File: config.mk
export PLATFORM = sky130hd
export DESIGN_NAME = basepair_read_extractor
export DESIGN_NICKNAME = d
export VERILOG_FILES = /design/src/rtl/basepair_read_extractor.sv
export SDC_FILE = /design/constraint.sdc
export NUM_CORES = 1
export LEC_CHECK = 0
export BUFFER_PORTS_ARGS = -buffer_cell sky130_fd_sc_hd__buf_4
export CELL_PAD_IN_SITES_DETAIL_PLACEMENT = 1
export CELL_PAD_IN_SITES_GLOBAL_PLACEMENT = 1
export CORE_MARGIN = 4
export CORE_UTILIZATION = 40
export CTS_BUF_LIST = sky130_fd_sc_hd__clkbuf_2 sky130_fd_sc_hd__clkbuf_4 sky130_fd_sc_hd__clkbuf_8
export CTS_CLUSTER_SIZE = 16
export DETAILED_ROUTE_END_ITERATION = 10
export GPL_TIMING_DRIVEN = 1
export PLACE_DENSITY_LB_ADDON = 0.15
export SYNTH_ARGS = -nofsm -noshare
export SYNTH_HDL_FRONTEND = slang
export SYNTH_SLANG_ARGS = --single-unit
export TNS_END_PERCENT = 5
File: constraint.sdc
create_clock -name clk -period 2.7 [get_ports clk]
set_input_delay 0.81 -clock clk [delete_from_list [all_inputs] [get_ports clk]]
set_output_delay 0.81 -clock clk [all_outputs]
set_load 0.02 [all_outputs]
File: src/rtl/basepair_read_extractor.sv
// Extracts a READ_BASES-long window from a 2-bit-encoded reference starting at
// a base index, streaming bases over valid/ready and presenting the assembled read.
module basepair_read_extractor #(
    parameter int REF_BASES  = 50,
    parameter int READ_BASES = 10,
    parameter int IDX_W      = 8
) (
    input  logic                    clk,
    input  logic                    reset,
    input  logic                    start,
    input  logic [IDX_W-1:0]        index,
    input  logic [2*REF_BASES-1:0]  reference,
    output logic [1:0]              base_out,
    output logic                    base_valid,
    input  logic                    base_ready,
    output logic [2*READ_BASES-1:0] shortread_out,
    output logic                    busy,
    output logic                    done,
    output logic                    error
);

    localparam logic [IDX_W-1:0] MAX_IDX  = IDX_W'(REF_BASES - READ_BASES);
    localparam logic [3:0]       LAST_CNT = 4'(READ_BASES - 1);

    typedef enum logic [1:0] {
        IDLE,
        STREAM,
        DONE
    } state_t;

    state_t                   state;
    logic [2*REF_BASES-1:0]   ref_q;
    logic [IDX_W-1:0]         ptr;
    logic [3:0]               cnt;
    // Holds the first READ_BASES-1 bases; the final base joins straight from base_out.
    logic [2*READ_BASES-3:0]  shift;

    // Base 0 sits in the MSBs of the reference vector.
    function automatic logic [1:0] base_at(input logic [2*REF_BASES-1:0] r,
                                           input logic [IDX_W-1:0]       i);
        logic [1:0] res;
        res = '0;
        for (int unsigned b = 0; b < REF_BASES; b++) begin
            if (i == IDX_W'(b))
                res = 2'(r >> (2 * (REF_BASES - 1 - b)));
        end
        return res;
    endfunction

    always_ff @(posedge clk or negedge reset) begin
        if (!reset) begin
            state         <= IDLE;
            ref_q         <= '0;
            ptr           <= '0;
            cnt           <= '0;
            shift         <= '0;
            base_out      <= '0;
            base_valid    <= 1'b0;
            shortread_out <= '0;
            busy          <= 1'b0;
            done          <= 1'b0;
            error         <= 1'b0;
        end else begin
            done  <= 1'b0;
            error <= 1'b0;
            case (state)
                IDLE: begin
                    if (start) begin
                        ref_q <= reference;
                        ptr   <= index;
                        if (index > MAX_IDX) begin
                            error <= 1'b1;
                        end else begin
                            cnt        <= '0;
                            shift      <= '0;
                            base_out   <= base_at(reference, index);
                            base_valid <= 1'b1;
                            busy       <= 1'b1;
                            state      <= STREAM;
                        end
                    end
                end
                STREAM: begin
                    if (base_valid && base_ready) begin
                        shift <= {shift[2*READ_BASES-5:0], base_out};
                        ptr   <= ptr + IDX_W'(1);
                        cnt   <= cnt + 4'd1;
                        if (cnt == LAST_CNT) begin
                            shortread_out <= {shift, base_out};
                            base_valid    <= 1'b0;
                            done          <= 1'b1;
                            state         <= DONE;
                        end else begin
                            base_out <= base_at(ref_q, ptr + IDX_W'(1));
                        end
                    end
                end
                DONE: begin
                    busy  <= 1'b0;
                    state <= IDLE;
                end
                default: state <= IDLE;
            endcase
        end
    end

endmodule
Word-level counts from Yosys, hierarchy flattened. Index checks and enable logic that the tools add are counted.

Equal/unequal tests: 106. Reductions and logical operators: 14. $add $sub $neg: 2. Muxes and demuxes: 133. Magnitude comparators: 1.

Operators by type and width (count): $eq 8x6->1 const B (36); $eq 8x5->1 const B (32); $mux 2 (108); $eq 8x4->1 const B (16); $eq 8x3->1 const B (8); $mux 18 (3); $pmux 18 s2 (1); $eq 8x2->1 const B (4); $eq 8x1->1 const B (2); $logic_not 8->1 (2); $mux 8 (2); $pmux 8 s2 (1); $mux 4 (3); $mux 1 (10); $ne 2x2->1 const B (5); $reduce_and 5->1 (2); $reduce_and 3->1 (3); $add 8x1->8 const B (1); $gt 8x6->1 const B (1); $pmux 2 s2 (2); $pmux 4 s2 (1); $reduce_and 4->1 (2); $add 4x1->4 const B (1); $eq 4x4->1 const B (1); other kinds (7) (9).

Output and inout port bits: 26. Register bits after elaboration: 158. Bits of input ports: 112. Logic and storage cells: 267.

Depth between registers and ports, before layout. Gate-level depths: netlist of run 1.

Depth after elaboration: 55. Depth in mapped cells: 13.

Worst setup path before layout of run 1. OpenSTA, ideal clock, no wires.

Path type: reg-to-reg. Start: register ptr[1]. End: register base_out[0]. Arrival: 2.483 ns. Buffers on the path: 3. Library setup time: 0.126 ns. Cell stages (with the launch flop): 13. Data required time: 2.574 ns. Path slack: 0.091 ns. Path through: dfrtp_1 -> buf_2 -> inv_1 -> ha_1 -> buf_2 -> clkbuf_1 -> a221o_1 -> a221oi_1 -> nor2_1 -> o21ai_0 -> a22oi_1 -> o31a_1 -> a311o_1.

Cells in the longest elaborated chain, start to end: 55. Elaborated cells on any way between the ends: 104. Those cells by class: 1 x add/sub; 49 x eq/ne; 53 x mux; 1 x reduce/logical.

RTL lines: start, declared (RTL line 33) `logic [IDX_W-1:0] ptr;`; start signal, assigned (RTL line 70) `ptr <= index;`; start signal, assigned (RTL line 86) `ptr <= ptr + IDX_W'(1);`; $add 8x1->8 (*) (RTL line 94) `base_out <= base_at(ref_q, ptr + IDX_W'(1));`; $logic_not 8->1 (RTL line 44) `if (i == IDX_W'(b))`; $mux 2 (49 in a row) (RTL line 44); $mux 2 (*) (RTL line 44); $mux 2 (*) (RTL line 88) `if (cnt == LAST_CNT) begin`; $mux 2 (*) (RTL line 84) `if (base_valid && base_ready) begin`; $pmux 2 s2 (*) (RTL line 66) `case (state)`; end signal, assigned (RTL line 76) `base_out <= base_at(reference, index);`; end signal, assigned (RTL line 94); end, declared (RTL line 13) `output logic [1:0] base_out,`.

Mark *: on every way between the ends. The rest lies on a longest branch, timed or not. The select of a mux whose other input is x is not followed. A chain may end at the register's enable or synchronous reset.

Final worst setup path of run 1.
Start: register ptr[0]. End: register base_out[0].

The elaborated chain is that of the path after synthesis.

==> results.sh, run 1 <==
export IMPL_outcome="complete, but fails checks"
export IMPL_violations="negative setup slack"
export IMPL_cts_hold_buf=0
export IMPL_cp_max_fo=7
export IMPL_synth_seq_cells=158
export IMPL_cp_slowest_cell="dfrtp_2"
export IMPL_reg2regPathDepth=11
export IMPL_rr_startpoint="ptr[0]"
export IMPL_die_w_um=159
export IMPL_fin_skew_ps=25.6
export IMPL_fmax_mhz=364
export IMPL_gr_usage_all_layers_pct=28.9
export IMPL_initialDrtViolationCount=793
export IMPL_grt_max_degree=113
export IMPL_cp_start_kind="flop"
export IMPL_reg2reg_to="base_out[0]"
export IMPL_syn_area_um2=9090
export IMPL_utilization_pct=54.9
export IMPL_port_buffers=137
export IMPL_cts_tree="done"
export IMPL_period_share_pct=102
export IMPL_slew_limit_headroom_pct=59.1
export IMPL_syn_nets=1035
export IMPL_ys_warn_count=0
export IMPL_final_net_count=1269
export IMPL_synth_ff_type="dfrtp_1"
export IMPL_root_buffer="clkbuf_8"
export IMPL_chipHeight_um=159
export IMPL_hold_ws_ps=212
export IMPL_cts_buffers=17
export IMPL_cts_sinks=158
export IMPL_diodes=0
export IMPL_cpMostUsedCell="buf_6"
export IMPL_hpwl_um=28500
export IMPL_synthTopCellsByArea="dfrtp_1 (44%), mux2_2 (14%), o21ai_0 (3.1%)"
export IMPL_crit_chain="buf_6 > a21bo_4 > a32o_2 > buf_6 > buf_4 > nand3_1 > a32oi_1 > o211ai_1 > a21oi_1 > o31a_1 > a311o_1"
export IMPL_overflow=0
export IMPL_num_rows=54
export IMPL_clk_latency_ps=460
export IMPL_antenna_left=0
export IMPL_via_per_inst=6.07
export IMPL_critPathCaptureType="flop"
export IMPL_p_total_mw=13.4
export IMPL_vias=8757
export IMPL_vdd_ir_drop_worst_v=0.000466
export IMPL_synthToLayoutAreaGrowth_pct=33.4
export IMPL_power_density_nw_per_um2=1110
export IMPL_htree_levels=4
export IMPL_drive_gt1_share_pct=42.3
export IMPL_place_gp_congestion=1.03
export IMPL_initial_utilization_pct=41.1
export IMPL_die_area_um2=25200
export IMPL_wl_per_cell_um=25.5
export IMPL_worst_pin_slew_ps=614
export IMPL_syn_inst=916
export IMPL_layout_common_cells="buf_4 (258), dfrtp_1 (155), mux2_2 (114), nand2_1 (68), o21ai_0 (55)"
export IMPL_critPathArrivalTime_ps=3070
export IMPL_maxSlewViolCount=0
export IMPL_cp_data_required_time_ps=3030
export IMPL_synth_cell_types=82
export IMPL_yosysSeqAreaShare_pct=43.5
export IMPL_layout_setup_ws_ps=-44.7
export IMPL_critical_path_max_stage_delay_ps=510
export IMPL_async_flop_share_pct=100
export IMPL_finalHoldViolCount=0
export IMPL_synth_edf_count=0
export IMPL_first_pass_iters=5
export IMPL_fillers=2462
export IMPL_maxCapViolations=0
export IMPL_final_common_cell="buf_4"
export IMPL_hold_class="in -> async"
export IMPL_yosysTopAreaCell="dfrtp_1"
export IMPL_ios=138
export IMPL_reg2reg_slack_ps=-40
export IMPL_layout_min_cycle_time_ps=2740
export IMPL_core_area_um2=22100
export IMPL_rsz0062_at_grt="true"
export IMPL_setup_viol=1
export IMPL_clock_path_buffers=2
export IMPL_p_leak_nw=5.32
export IMPL_postSynthAreaPerCell_um2=9.92
export IMPL_yosysTopAreaCellShare_pct=43.5
export IMPL_drcViolationCount=0
export IMPL_grt_pass1_vias=9197
export IMPL_multi_input_area_um2=5020
export IMPL_antenna_found_initial=0
export IMPL_regArea_um2=3960
export IMPL_grt_pass1_wl_um=57000
export IMPL_finalWirelength_um=36800
export IMPL_cts_clk_slew_worst_paths_ps=110
export IMPL_critical_path_class="reg -> reg"
export IMPL_dpl_worst_slack_ps=-310
-- state kept, by name, summed over array words and instances, names as in the netlist --
signal,count
base_out,2
base_valid,1
busy,1
cnt,4
done,1
error,1
ptr,8
ref_q,100
shift,18
shortread_out,20
state,2
-- through the flow --
stage,cell area (µm²),setup TNS (ps),std cells
finish,12100,-44.7,1442
floorplan,9090,0,916
global placement,11400,-403,1406
detailed placement,11400,-508,1406
CTS,11900,0,1438
global route,12100,-204,1442
-- layer usage --
| metal | global-route usage [%] | vias up | part of all wire, % |
|---|---|---|---|
| met3 | 4.20 | 54 | 5.2 |
| li1 | - | 3904 | - |
| met4 | 8.60 | 0 | 2.9 |
| met5 | 0 | - | 0 |
| met1 | 40.9 | 4503 | 45 |
| met2 | 46.5 | 296 | 47 |
-- worst max path at each step --
stage	cells after the start	start	end
after CTS	10	ptr[0]	base_out[0]
final	11	ptr[0]	base_out[0]
after global routing	11	ptr[0]	base_out[0]
after detailed placement	9	index[2]	base_out[0]
after global placement	10	index[1]	base_out[0]
after floorplan	12	ptr[1]	base_out[0]
-- logic make-up (layout without fill, tap and decap cells) --
logic type,count (synthesis),in the layout,synth area share [%]
compound gates,275,275,21.1
mux,128,128,16.1
buf+inv,92,338,4.23
xor+xnor,5,5,0.482
flops,158,158,43.5
fa+ha+maj,7,7,0.964
simple gates,251,251,13.6
-- layout make-up --
class                   count  area share, %
repair buffers            279           18.6
clock buffers              17           1.93
well taps                 280           2.89
multi-input cells         666           41.4
inverters                  28          0.898
clock inverters            14           1.58
flip-flops and latches    158           32.6
-- synthesized netlist by cell type, types with 11 or more instances --
| cell type | instances |
|---|---|
| inv_1 | 25 |
| mux2i_1 | 11 |
| nand3_1 | 23 |
| clkbuf_1 | 38 |
| a21oi_1 | 53 |
| nand2_1 | 69 |
| nor2_1 | 61 |
| nor3_1 | 22 |
| o21ai_0 | 57 |
| mux2_2 | 114 |
| dfrtp_1 | 158 |
| a211oi_1 | 12 |
| o22ai_1 | 15 |
| nand2b_1 | 13 |
| a22o_1 | 23 |
| buf_2 | 16 |
-- repair_timing --
item                       in CTS  in global routing
setup endpoints to repair       2                  2
setup buffers                   1                  4
gates resized for setup        30                 40
pin swaps                       1                 12
-- report_power, final --
group / internal, mW / leakage (nW) / switching (mW) / total (mW)
Sequential: 3.40 / 1.94 / 0.988 / 4.38
Clock: 0.948 / 0.210 / 1.05 / 2.00
Combinational: 3.33 / 3.17 / 3.69 / 7.03
-- worst max-delay path, delay by kind of cell (launching register included) --
kind                   cells  cell delay [ps]
AOI/OAI and AO/OA          7             1590
DFF                        1              510
buffers and inverters      3              430
and+or+nand+nor            1               70
Note: power is estimated with default switching activity, not from simulation.
==> run 2, diff against run 1 <==
--- a/config.mk
+++ b/config.mk
@@ -5,11 +5,12 @@
 export SDC_FILE = /design/constraint.sdc
 export NUM_CORES = 1
 export LEC_CHECK = 0
+export ABC_AREA = 1
 export BUFFER_PORTS_ARGS = -buffer_cell sky130_fd_sc_hd__buf_4
 export CELL_PAD_IN_SITES_DETAIL_PLACEMENT = 1
 export CELL_PAD_IN_SITES_GLOBAL_PLACEMENT = 1
 export CORE_MARGIN = 4
-export CORE_UTILIZATION = 40
+export CORE_UTILIZATION = 38
 export CTS_BUF_LIST = sky130_fd_sc_hd__clkbuf_2 sky130_fd_sc_hd__clkbuf_4 sky130_fd_sc_hd__clkbuf_8
 export CTS_CLUSTER_SIZE = 16
 export DETAILED_ROUTE_END_ITERATION = 10
==> run 2 against run 1 <==
The flow still finishes with violations (negative setup slack). Wire length fell by 8.4%. Count of clock-buffer cells in the layout did not move. Final area fell by 0.15%. Total power fell by 16%. Maximum frequency fell by 41%. Sequential cell count did not move. Sequential share of layout area rose by 0.050 points. Clock skew fell by 8.6 ps. Cell count rose by 31%.
==> results.sh, run 2 <==
export IMPL_outcome="complete, but fails checks"
export IMPL_violations="negative setup slack"
export IMPL_critical_path_max_stage_delay_ps=430
export IMPL_synthTopCellsByArea="dfrtp_1 (45%), nand2_1 (18%), inv_1 (7.7%)"
export IMPL_drive_gt1_share_pct=26.6
export IMPL_reg2reg_slack_ps=-1970
export IMPL_layout_min_cycle_time_ps=4670
export IMPL_diodes=0
export IMPL_core_area_um2=22600
export IMPL_postSynthAreaPerCell_um2=6.86
export IMPL_dp_cells=1854
export IMPL_synthTopCellsByCount="nand2_1 (418), inv_1 (180), nor2_1 (159)"
export IMPL_p_sw_mw=4.88
export IMPL_power_density_nw_per_um2=926
export IMPL_reg_top3="ref_q x100, shortread_out x20, shift x18"
export IMPL_syn_inst=1274
export IMPL_layout_common_cells="nand2_1 (409), buf_4 (324), inv_1 (176), dfrtp_1 (155), nor2_1 (148)"
export IMPL_grt_max_degree=91
export IMPL_yosysTopAreaCell="dfrtp_1"
export IMPL_cp_slowest_cell="dfrtp_2"
export IMPL_initialDrtViolationCount=541
export IMPL_wl_per_cell_um=17.8
export IMPL_internal_power_mw=6.33
export IMPL_cts_clk_slew_worst_paths_ps=110
export IMPL_antenna_found_initial=0
export IMPL_yosys_area_share_simple_pct=34.0
export IMPL_final_common_cell="nand2_1"
export IMPL_synth_xor_area_share_pct=0.201
export IMPL_clock_path_buffers=2
export IMPL_num_rows=55
export IMPL_antenna_left=0
export IMPL_cp_max_fo=5
export IMPL_final_cells=1889
export IMPL_critPathCaptureType="flop"
export IMPL_ys_warn_count=0
export IMPL_first_pass_iters=5
export IMPL_synth_cell_types=34
export IMPL_hold_class="in -> async"
export IMPL_worst_pin_slew_ps=980
export IMPL_vias=9474
export IMPL_initial_utilization_pct=38.6
export IMPL_synth_mux_area_share_pct=0
export IMPL_period_share_pct=173
export IMPL_finalHoldViolCount=0
export IMPL_rr_startpoint="ptr[1]"
export IMPL_ios=138
export IMPL_swShare_pct=43.5
export IMPL_cp_start_kind="flop"
export IMPL_via_per_inst=5.02
export IMPL_utilization_pct=53.5
export IMPL_synth_compound_area_share_pct=10.0
export IMPL_synth_ff_type="dfrtp_1"
export IMPL_overflow=0
export IMPL_p_leak_nw=6.14
export IMPL_critical_path_class="reg -> reg"
export IMPL_yosysMostFrequentCell="nand2_1"
export IMPL_rsz0062_at_grt="true"
export IMPL_root_buffer="clkbuf_8"
export IMPL_cpMostUsedCell="nand2_1"
export IMPL_port_buffers=137
export IMPL_clk_latency_ps=470
export IMPL_largest_reg_flops=100
export IMPL_synthToLayoutAreaGrowth_pct=38.6
export IMPL_top_register="ref_q"
export IMPL_syn_area_um2=8730
export IMPL_maxSlewViolCount=0
export IMPL_fmax_mhz=214
export IMPL_reg2regPathDepth=56
export IMPL_finalWirelength_um=33700
export IMPL_cts_buffers=17
export IMPL_layout_setup_ws_ps=-1970
export IMPL_synth_seq_cells=158
export IMPL_synth_top_family_by_area="simple AND/OR/NAND/NOR gates"
export IMPL_synth_adder_area_share_pct=1.00
export IMPL_vdd_ir_drop_worst_v=0.000353
export IMPL_die_area_um2=25500
export IMPL_p_clk_share_pct=16.8
export IMPL_power_frac_seq_pct=35.7
export IMPL_yosysSeqAreaShare_pct=45.3
export IMPL_drcViolationCount=0
export IMPL_htree_levels=4
export IMPL_yosysTopAreaCellShare_pct=45.3
export IMPL_maxCapViolations=0
export IMPL_cts_tree="done"
export IMPL_final_net_count=1710
export IMPL_hpwl_um=26500
export IMPL_chipHeight_um=160
export IMPL_die_w_um=160
export IMPL_fin_skew_ps=17.1
export IMPL_gr_usage_all_layers_pct=26.2
export IMPL_reg2reg_to="base_out[1]"
export IMPL_cts_sinks=158
export IMPL_fillers=2974
export IMPL_place_gp_congestion=0.926
export IMPL_critPathArrivalTime_ps=5040
export IMPL_cp_data_required_time_ps=3070
export IMPL_synth_edf_count=0
export IMPL_grt_pass1_vias=10100
export IMPL_grt_pass1_wl_um=53300
export IMPL_syn_nets=1393
export IMPL_setup_viol=2
export IMPL_async_flop_share_pct=100
export IMPL_p_comb_share_pct=47.5
export IMPL_slew_limit_headroom_pct=34.6
==> run 2: cell count changes in the layout (fill, tap and decap cells not counted), sizes merged, moves of 11 or more <==
cell    delta
nand3     +63
nand4     +13
nand2b    -13
mux2     -114
a21oi     -16
a22o      -23
mux2i     -11
nand2    +352
nor2     +104
o21ai     +32
buf       +57
inv      +152
==> run 2: how the worst max path moves through the flow <==
stage / from / end / slack [ps] / cells past startpoint
global route: ptr[1] / base_out[0] / -2580 / 57
global placement: index[6] / base_out[0] / -2110 / 33
detailed placement: index[6] / base_out[0] / -2200 / 33
finish: ptr[1] / base_out[1] / -1970 / 56
CTS: ptr[1] / base_out[1] / -2010 / 55
floorplan: ptr[1] / base_out[0] / -1300 / 57
==> run 2: per-stage QoR <==
step / setup slack (ps) / cell area [µm²] / power (mW) / TNS (ps) / hold slack [ps]
3_3_place_gp: -2110 / 11500 / 8.83 / -11240 / 454
3_5_place_dp: -2200 / 11500 / 9.09 / -13420 / 458
5_1_grt: -2580 / 12100 / 12.2 / -5150 / 136
2_1_floorplan: -1300 / 8750 / 6.75 / -4780 / 434
6_report: -1970 / 12100 / 11.2 / -3940 / 152
4_1_cts: -2010 / 12000 / 11.1 / -4000 / 129
==> run 2: power by group through the flow <==
stage	logic [mW]	registers [mW]	clock network [mW]
2_1_floorplan	2.72	4.04	0
3_3_place_gp	4.87	3.96	0
3_5_place_dp	5.07	4.02	0
4_1_cts	5.20	3.97	1.95
5_1_grt	5.99	4.12	2.04
6_report	5.32	4.00	1.89
==> run 2: cell type report <==
cell class	instances	area [µm²]	share of cell area, %
clock buffer	17	234	1.93
clock inverter	15	190	1.57
inverter	183	687	5.68
multi-input combinational	896	4090	33.8
sequential	158	3960	32.7
tap	285	357	2.95
timing repair buffer	335	2590	21.4
==> run 2: cells by family after synthesis <==
group                    after synthesis
AND/OR/NAND/NOR                      723
buffers and inverters                220
AO/OA/AOI/OAI                        164
flip-flops                           158
adder cells (fa/ha/maj)                7
XOR/XNOR                               2
==> run 2: critical path: cells and delay by family, from the launching register on <==
family	cells	cell delay [ps]
flip-flops	1	430
AND/OR/NAND/NOR	48	3420
buffers and inverters	6	610
AO/OA/AOI/OAI	2	90
==> run 2: repair_timing <==
item                       in CTS  in global routing
pin swaps                       4                 12
hold buffers                    0                  0
buffers inserted                2                  1
resized for setup              14                 31
setup endpoints to repair       2                 24
==> run 2: layer usage <==
| metal | GRT usage (%) | up-vias | wire length, µm |
|---|---|---|---|
| li1 | - | 4623 | - |
| met1 | 34.0 | 4584 | 14800 |
| met2 | 45.5 | 212 | 16700 |
| met3 | 4.04 | 55 | 1370 |
| met4 | 7.53 | 0 | 774 |
| met5 | 0 | - | 0 |
